[config.mk]
export PLATFORM = sky130hd
export DESIGN_NAME = seq_64_bit_subtractor
export DESIGN_NICKNAME = d
export VERILOG_FILES = /design/src/rtl/seq_64_bit_subtractor.sv
export SDC_FILE = /design/constraint.sdc
export NUM_CORES = 1
export LEC_CHECK = 0
export CAP_MARGIN = 20
export CELL_PAD_IN_SITES_DETAIL_PLACEMENT = 1
export CELL_PAD_IN_SITES_GLOBAL_PLACEMENT = 2
export CORE_ASPECT_RATIO = 0.5
export CORE_UTILIZATION = 30
export CTS_BUF_LIST = sky130_fd_sc_hd__clkbuf_4 sky130_fd_sc_hd__clkbuf_8
export CTS_CLUSTER_DIAMETER = 30
export DETAILED_ROUTE_END_ITERATION = 10
export PLACE_DENSITY = 0.87
export REMOVE_ABC_BUFFERS = 1
export SYNTH_ARGS = -nofsm -noshare
export SYNTH_HDL_FRONTEND = slang
export SYNTH_SLANG_ARGS = --single-unit
[constraint.sdc]
create_clock -name clk_i -period 7.1 [get_ports clk_i]
set_clock_uncertainty 0.05 [all_clocks]
set_input_delay 1.065 -clock clk_i [delete_from_list [all_inputs] [get_ports clk_i]]
set_output_delay 1.065 -clock clk_i [all_outputs]
set_load 0.02 [all_outputs]
[src/rtl/seq_64_bit_subtractor.sv]
// Multi-cycle 64-bit subtractor: diff = a - b - borrow_in, CHUNK_W bits per cycle,
// LSB chunk first, with valid/ready handshakes on both the operand and result sides.
module seq_64_bit_subtractor #(
  parameter int unsigned CHUNK_W = 16
) (
  input  logic        clk_i,
  input  logic        rst_i,
  input  logic        in_valid_i,
  output logic        in_ready_o,
  input  logic [63:0] a_i,
  input  logic [63:0] b_i,
  input  logic        borrow_in_i,
  output logic        out_valid_o,
  input  logic        out_ready_i,
  output logic [63:0] diff_o,
  output logic        borrow_out_o,
  output logic        overflow_o
);

  localparam int unsigned DATA_W = 64;
  localparam int unsigned N      = DATA_W / CHUNK_W;
  localparam int unsigned IDX_W  = (N > 1) ? $clog2(N) : 1;
  localparam int unsigned OFF_W  = 6;
  localparam int unsigned SUB_W  = CHUNK_W + 1;

  typedef enum logic [1:0] {
    IDLE = 2'd0,
    RUN  = 2'd1,
    DONE = 2'd2
  } state_e;

  state_e              state_q, state_d;
  logic [DATA_W-1:0]   a_q, a_d;
  logic [DATA_W-1:0]   b_q, b_d;
  logic                br_q, br_d;
  logic [IDX_W-1:0]    idx_q, idx_d;
  logic [DATA_W-1:0]   diff_q, diff_d;
  logic                bout_q, bout_d;
  logic                ovf_q, ovf_d;
  logic                in_ready_q, in_ready_d;
  logic                out_valid_q, out_valid_d;

  logic [OFF_W-1:0]    off;
  logic [CHUNK_W-1:0]  a_chunk;
  logic [CHUNK_W-1:0]  b_chunk;
  logic [SUB_W-1:0]    sub;
  logic                last;

  // Current chunk slice; the extra MSB of sub is the chunk's borrow-out.
  assign off     = OFF_W'(int'(idx_q) * int'(CHUNK_W));
  assign a_chunk = a_q[off +: CHUNK_W];
  assign b_chunk = b_q[off +: CHUNK_W];
  assign sub     = {1'b0, a_chunk} - {1'b0, b_chunk} - SUB_W'(br_q);
  assign last    = (idx_q == IDX_W'(N - 1));

  always_comb begin
    state_d     = state_q;
    a_d         = a_q;
    b_d         = b_q;
    br_d        = br_q;
    idx_d       = idx_q;
    diff_d      = diff_q;
    bout_d      = bout_q;
    ovf_d       = ovf_q;
    case (state_q)
      IDLE: begin
        if (in_valid_i && in_ready_q) begin
          a_d     = a_i;
          b_d     = b_i;
          br_d    = borrow_in_i;
          idx_d   = '0;
          state_d = RUN;
        end
      end
      RUN: begin
        diff_d[off +: CHUNK_W] = sub[CHUNK_W-1:0];
        br_d                   = sub[CHUNK_W];
        if (last) begin
          bout_d  = sub[CHUNK_W];
          // Top bit of the final chunk is diff[63].
          ovf_d   = (a_q[DATA_W-1] ^ b_q[DATA_W-1]) & (sub[CHUNK_W-1] ^ a_q[DATA_W-1]);
          state_d = DONE;
        end else begin
          idx_d = idx_q + IDX_W'(1);
        end
      end
      DONE: begin
        if (out_ready_i) begin
          state_d = IDLE;
        end
      end
      default: state_d = IDLE;
    endcase
    in_ready_d  = (state_d == IDLE);
    out_valid_d = (state_d == DONE);
  end

  always_ff @(posedge clk_i) begin
    if (rst_i) begin
      state_q     <= IDLE;
      a_q         <= '0;
      b_q         <= '0;
      br_q        <= 1'b0;
      idx_q       <= '0;
      diff_q      <= '0;
      bout_q      <= 1'b0;
      ovf_q       <= 1'b0;
      in_ready_q  <= 1'b0;
      out_valid_q <= 1'b0;
    end else begin
      state_q     <= state_d;
      a_q         <= a_d;
      b_q         <= b_d;
      br_q        <= br_d;
      idx_q       <= idx_d;
      diff_q      <= diff_d;
      bout_q      <= bout_d;
      ovf_q       <= ovf_d;
      in_ready_q  <= in_ready_d;
      out_valid_q <= out_valid_d;
    end
  end

  assign in_ready_o   = in_ready_q;
  assign out_valid_o  = out_valid_q;
  assign diff_o       = diff_q;
  assign borrow_out_o = bout_q;
  assign overflow_o   = ovf_q;

endmodule

==> results.toml, run 1 <==
[synth]
synthCells = 1004
avgSynthCellArea_um2 = 8.82
synth_top_cell_area_share = 0.454
synth_area_um2 = 8860
synth_edf_count = 0
synth_ff_type = "dfxtp_1"
ys_types = 60
ys_seq_area_frac = 0.454
yosys-top-cells-count = "270 x nand2_1, 201 x dfxtp_1, 147 x a21oi_1"
yosysTopAreaCell = "dfxtp_1"
ys_top_cells_by_area = "dfxtp_1 45%, nand2_1 11%, a21oi_1 8.3%"
synth_most_common_cell = "nand2_1"
async_reset_ff_frac = 0
yosys_warnings = 0
synth_seq_cells = 201

[placed_design]
gp_congestion = 0.819
post-dp-hpwl_um = 21100
port_buffers = 200
placed_cell_area_um2 = 11200

[cells_and_area]
area_delta_synth_final_pct = 34.2
register_area_um2 = 4030
drive_above_1_share = 0.0911
multi_input_area_um2 = 4420
num-fill-cells = 3352
final_area_um2 = 11900
utilization = 0.410
nets = 1356

[sta]
hold_viol_final = 0
setup_viol = 0
maxSlewViolCount = 0
rsz0062_at_grt = "no"
finalCritPeriodShare = 0.612
fin_crit_ns = 4.34
fin_setup_tns_ns = 0
max_freq_mhz = 230
relSlewSlack = 0.278
tightestPinTransition_ns = 1.08

[grt]
antenna_found_initial = 1
grt_pass1_wl_um = 44600
grt_util_all_layers = 0.188
grt_max_degree = 104
grt_pass1_vias = 8436
gr-total-overflow = 0

[detailed_routing]
avgRoutedWirePerCell_um = 18.0
drtIter0Drc = 430
totalWireLength_um = 28800
first_pass_iters = 4
via_count = 7878
postRouteAntennaNets = 0
drc = 0
drt-vias-per-instance = 4.92

[critical_path]
cp-end-kind = "flip-flop"
start_kind = "flip-flop"
regToRegEndpoint = "diff_o[14]$_SDFFE_PP0P_"
ff2ff_path_depth = 12
crit_required_ns = 7.52
cp_max_fo = 24
worst_ep_arrival_time_ns = 4.77
cpPeakStageDelay_ns = 0.74
path_cells = "buf_4 -> mux4_2 -> inv_1 -> fa_1 -> inv_1 -> fa_1 -> a21bo_2 -> a21o_1 -> a2111oi_0 -> a311oi_1 -> xnor2_1 -> a22o_1"
crit_type = "reg2reg"
crit_slowest_cell = "dfxtp_2"
r2r_start = "idx_q[0]$_SDFFE_PP0P_"
r2r_setup_slack_ns = 2.76

[pwr]
clkPwrFrac = 0.367
power_w = 0.00294
switchingPower_w = 0.000898
p_comb_frac = 0.222
powerDensity_nw_per_um2 = 247
switching_share = 0.305
ir_drop_v = 0.0000905
p_int_w = 0.00204
pwr-share-seq = 0.411
leakage_nw = 4.34

[die]
io_pins = 201
initial_core_util = 0.305
core_um2 = 29000
rows = 44
die_h_um = 124
die_x_um = 245
fp.dieArea_um2 = 30300

[clocking]
cts_buffers = 35
clock_latency_ns = 0.53
clock-sinks = 201
post_cts_buffers = 0
htree_levels = 2
cts_hold_buf = 0
cts_resized = 0
cts_tree = "built"
root_buffer = "clkbuf_8"
cts_max_path_buffers = 3
path_clk_slew_ns = 0.06

[worst_hold_path]
hold_depth = 2
hp-class = "reg2reg"
min_to = "b_q[58]$_SDFFE_PP0P_"
hp-start = "b_q[58]$_SDFFE_PP0P_"

[status]
status = "complete, no violations"

[job]
cap_viol_max_count = 0
worst max path at each step:
stage | startpoint | to | slack (ns) | depth (start not counted)
after floorplan | idx_q[0]$_SDFFE_PP0P_ | overflow_o$_SDFFE_PP0P_ | 2.70 | 10
after global placement | idx_q[0]$_SDFFE_PP0P_ | diff_o[62]$_SDFFE_PP0P_ | 2.85 | 12
after CTS | idx_q[0]$_SDFFE_PP0P_ | diff_o[62]$_SDFFE_PP0P_ | 2.71 | 12
final | idx_q[0]$_SDFFE_PP0P_ | diff_o[14]$_SDFFE_PP0P_ | 2.76 | 12
after global routing | idx_q[0]$_SDFFE_PP0P_ | diff_o[14]$_SDFFE_PP0P_ | 2.32 | 12
after detailed placement | idx_q[0]$_SDFFE_PP0P_ | diff_o[62]$_SDFFE_PP0P_ | 2.72 | 12
critical path: cells and delay by family, from the launching register on:
kind	cells	cell delay [ns]
XOR/XNOR	1	0.41
adder cells (fa/ha/maj)	2	0.63
buffers and inverters	3	0.70
multiplexers	1	0.56
AO/OA/AOI/OAI	5	1.21
flip-flops	1	0.74
metrics by stage:
stage	hold slack, ns	cells	worst slack (ns)
finish	0.401	1600	2.76
floorplan	0.377	944	2.70
CTS	0.405	1599	2.71
detailed placement	0.397	1541	2.72
global route	0.421	1600	2.32
global placement	0.392	1541	2.85
area by class of cell:
cell class	instances	share of cell area
sequential	201	0.339
antenna	1	0.000210
inverter	52	0.0164
clock inverter	10	0.00695
tap	391	0.0411
multi-input combinational	691	0.372
clock buffer	48	0.0524
timing repair buffer	206	0.172
layout by cell type (no fill, tap or decap), drive strengths merged, types with 8 or more instances in the layout:
cell | Yosys | final
a21oi | 147 | 147
a22o | 32 | 32
a22oi | 30 | 30
clkbuf | 44 | 48
clkdlybuf4s50 | 0 | 199
dfxtp | 201 | 201
ha | 34 | 34
inv | 52 | 52
mux4 | 31 | 31
nand2 | 270 | 270
nor2 | 46 | 46
nor2b | 8 | 8
sequential cells by signal (all words and copies together), names as in the netlist:
register      cells
in_ready_o        1
idx_q             2
borrow_out_o      1
br_q              1
diff_o           64
overflow_o        1
a_q              64
b_q              64
out_valid_o       1
state_q           2
power by group through the flow:
stage	combinational (W)	clock, W	sequential (W)
after floorplan	0.000370	0	0.00124
after global placement	0.000624	0	0.00123
after detailed placement	0.000647	0	0.00123
after CTS	0.000651	0.00111	0.00121
after global routing	0.000709	0.00116	0.00121
final	0.000653	0.00108	0.00121
kinds of logic (layout without fill, tap and decap cells):
family / count (synthesis) / after routing / share of synthesized area
fa+ha+maj: 36 / 36 / 0.0525
flops: 201 / 201 / 0.454
buf+inv: 112 / 316 / 0.0486
mux: 36 / 36 / 0.0856
compound gates: 253 / 253 / 0.182
other cells: 0 / 1 / 0
simple gates: 356 / 356 / 0.167
xor+xnor: 10 / 10 / 0.00989
routing by layer:
layer / vias up / wire length [um] / GRT usage
met2: 137 / 13900 / 0.320
li1: 3822 / - / -
met3: 44 / 1050 / 0.0360
met5: - / 0 / 0
met1: 3875 / 13100 / 0.238
met4: 0 / 715 / 0.0723
(Power assumes the default switching activity.)
==> inputs of run 2 (changes only) <==
==> constraint.sdc (replaced) <==
create_clock -name clk_i -period 4.1 [get_ports clk_i]
set_clock_uncertainty 0.05 [all_clocks]
set_input_delay 0.615 -clock clk_i [delete_from_list [all_inputs] [get_ports clk_i]]
set_output_delay 0.615 -clock clk_i [all_outputs]
set_load 0.02 [all_outputs]
==> results.toml, run 2 (synthesized netlist as in run 1, its figures left out) <==
[grt]
antenna_found_initial = 0
gr-total-overflow = 0
grt_pass1_vias = 8731
grt_max_degree = 106
grt_pass1_wl_um = 45500
grt_util_all_layers = 0.191

[clocking]
root_buffer = "clkbuf_8"
cts_buffers = 37
clock-sinks = 201
cts_max_path_buffers = 3
cts_tree = "built"
path_clk_slew_ns = 0.06
post_cts_buffers = 0
cts_resized = 0
cts_hold_buf = 0
htree_levels = 2
clock_latency_ns = 0.52

[status]
status = "complete, no violations"

[critical_path]
path_cells = "buf_4 -> mux4_2 -> ha_1 -> inv_1 -> ha_1 -> a21oi_1 -> nor2b_1 -> a2111oi_0 -> a311oi_1 -> xnor2_1 -> a22o_1"
crit_type = "reg2reg"
r2r_start = "idx_q[0]$_SDFFE_PP0P_"
regToRegEndpoint = "diff_o[62]$_SDFFE_PP0P_"
critical_path.top_delay_family = "compound AO/OA/AOI/OAI gates"
crit_slowest_cell = "dfxtp_4"
cpPeakStageDelay_ns = 0.55
cp_num_buf_inv = 2
crit_top_cell = "ha_1"
cp_max_fo = 16
start_kind = "flip-flop"
crit_required_ns = 4.46
ff2ff_path_depth = 11
worst_ep_arrival_time_ns = 4.18
r2r_setup_slack_ns = 0.28
cp-end-kind = "flip-flop"

[sta]
rsz0062_at_grt = "no"
relSlewSlack = 0.361
tightestPinTransition_ns = 0.959
fin_crit_ns = 3.82
fin_setup_tns_ns = 0
maxSlewViolCount = 0
max_freq_mhz = 262
hold_viol_final = 0
setup_viol = 0
finalCritPeriodShare = 0.932

[detailed_routing]
via_count = 7991
postRouteAntennaNets = 0
totalWireLength_um = 29000
drt-vias-per-instance = 4.94
drc = 0
drtIter0Drc = 376
avgRoutedWirePerCell_um = 17.9
first_pass_iters = 5

[placed_design]
post-dp-hpwl_um = 21400
placed_cell_area_um2 = 11300
port_buffers = 200
gp_congestion = 0.880

[worst_hold_path]
min_to = "b_q[36]$_SDFFE_PP0P_"
hp-class = "reg2reg"
hold_depth = 2
hp-start = "b_q[36]$_SDFFE_PP0P_"

[die]
die_h_um = 124
die_x_um = 245
core_um2 = 29000
fp.dieArea_um2 = 30300
rows = 44
io_pins = 201
initial_core_util = 0.305

[cells_and_area]
final_cell_mix = "270 x nand2_1, 199 x dfxtp_1, 199 x clkdlybuf4s50_1"
drive_above_1_share = 0.106
nets = 1373
diodes = 0
final_common_cell = "nand2_1"
area_delta_synth_final_pct = 36.7
final_area_um2 = 12100

[pwr]
ir_drop_v = 0.000182
p_int_w = 0.00371
switching_share = 0.304
leakage_nw = 4.47
powerDensity_nw_per_um2 = 440
p_comb_frac = 0.227
clkPwrFrac = 0.381
pwr-share-seq = 0.392
switchingPower_w = 0.00162

[job]
cap_viol_max_count = 0
## run 2: cell types whose count changed in the layout (fill, tap and decap cells not counted)
cell,delta
clkbuf_4,+2
buf_12,+3
dfxtp_4,+1
diode_2,-1
bufinv_16,+1
dfxtp_2,-1
clkinv_4,+1
buf_4,+12
clkinvlp_4,-1
clkbuf_8,+2
## run 2: through the flow
stage	cells	power [W]	hold WS (ns)	util	setup slack [ns]
after floorplan	944	0.00278	0.377	-	-0.302
after global placement	1556	0.00329	0.390	0.391	0.209
after detailed placement	1556	0.00333	0.397	0.391	0.103
after CTS	1619	0.00537	0.406	0.417	0.0736
after global routing	1619	0.00559	0.422	0.418	0.0511
final	1619	0.00533	0.403	0.418	0.277
## run 2: worst max-delay path by stage
stage                                     start                      end  slack, ns  depth (start not counted)
after floorplan           idx_q[0]$_SDFFE_PP0P_  overflow_o$_SDFFE_PP0P_      -0.30                         10
final                     idx_q[0]$_SDFFE_PP0P_  diff_o[62]$_SDFFE_PP0P_       0.28                         11
after detailed placement  idx_q[0]$_SDFFE_PP0P_  diff_o[46]$_SDFFE_PP0P_       0.10                         11
after global routing      idx_q[0]$_SDFFE_PP0P_  diff_o[62]$_SDFFE_PP0P_       0.05                         11
after global placement    idx_q[0]$_SDFFE_PP0P_  diff_o[30]$_SDFFE_PP0P_       0.21                         11
after CTS                 idx_q[0]$_SDFFE_PP0P_  diff_o[62]$_SDFFE_PP0P_       0.07                         11
## run 2: power by group through the flow
stage / clock, W / sequential, W / combinational [W]
3_5_place_dp: 0 / 0.00213 / 0.00120
3_3_place_gp: 0 / 0.00213 / 0.00116
5_1_grt: 0.00218 / 0.00210 / 0.00131
4_1_cts: 0.00208 / 0.00209 / 0.00120
6_report: 0.00203 / 0.00209 / 0.00121
2_1_floorplan: 0 / 0.00214 / 0.000640
## run 2: cell type report
type | count | area (um2)
fill | 3303 | 16900
clock buffer | 52 | 666
multi-input combinational | 691 | 4420
timing repair buffer | 221 | 2200
inverter | 52 | 195
sequential | 201 | 4030
clock inverter | 11 | 114
tap | 391 | 489
## run 2: per-layer routing
metal,GRT usage,up-vias,share of wire
met1,0.238,3951,0.44
met5,0,-,0
met3,0.0332,46,0.039
met2,0.340,131,0.50
met4,0.0551,0,0.021
li1,-,3863,-
## run 2: worst min-delay path: stages (launching register included)
cell	delay [ns]
dfxtp_1	0.30
nand2_1	0.05
a21oi_1	0.05
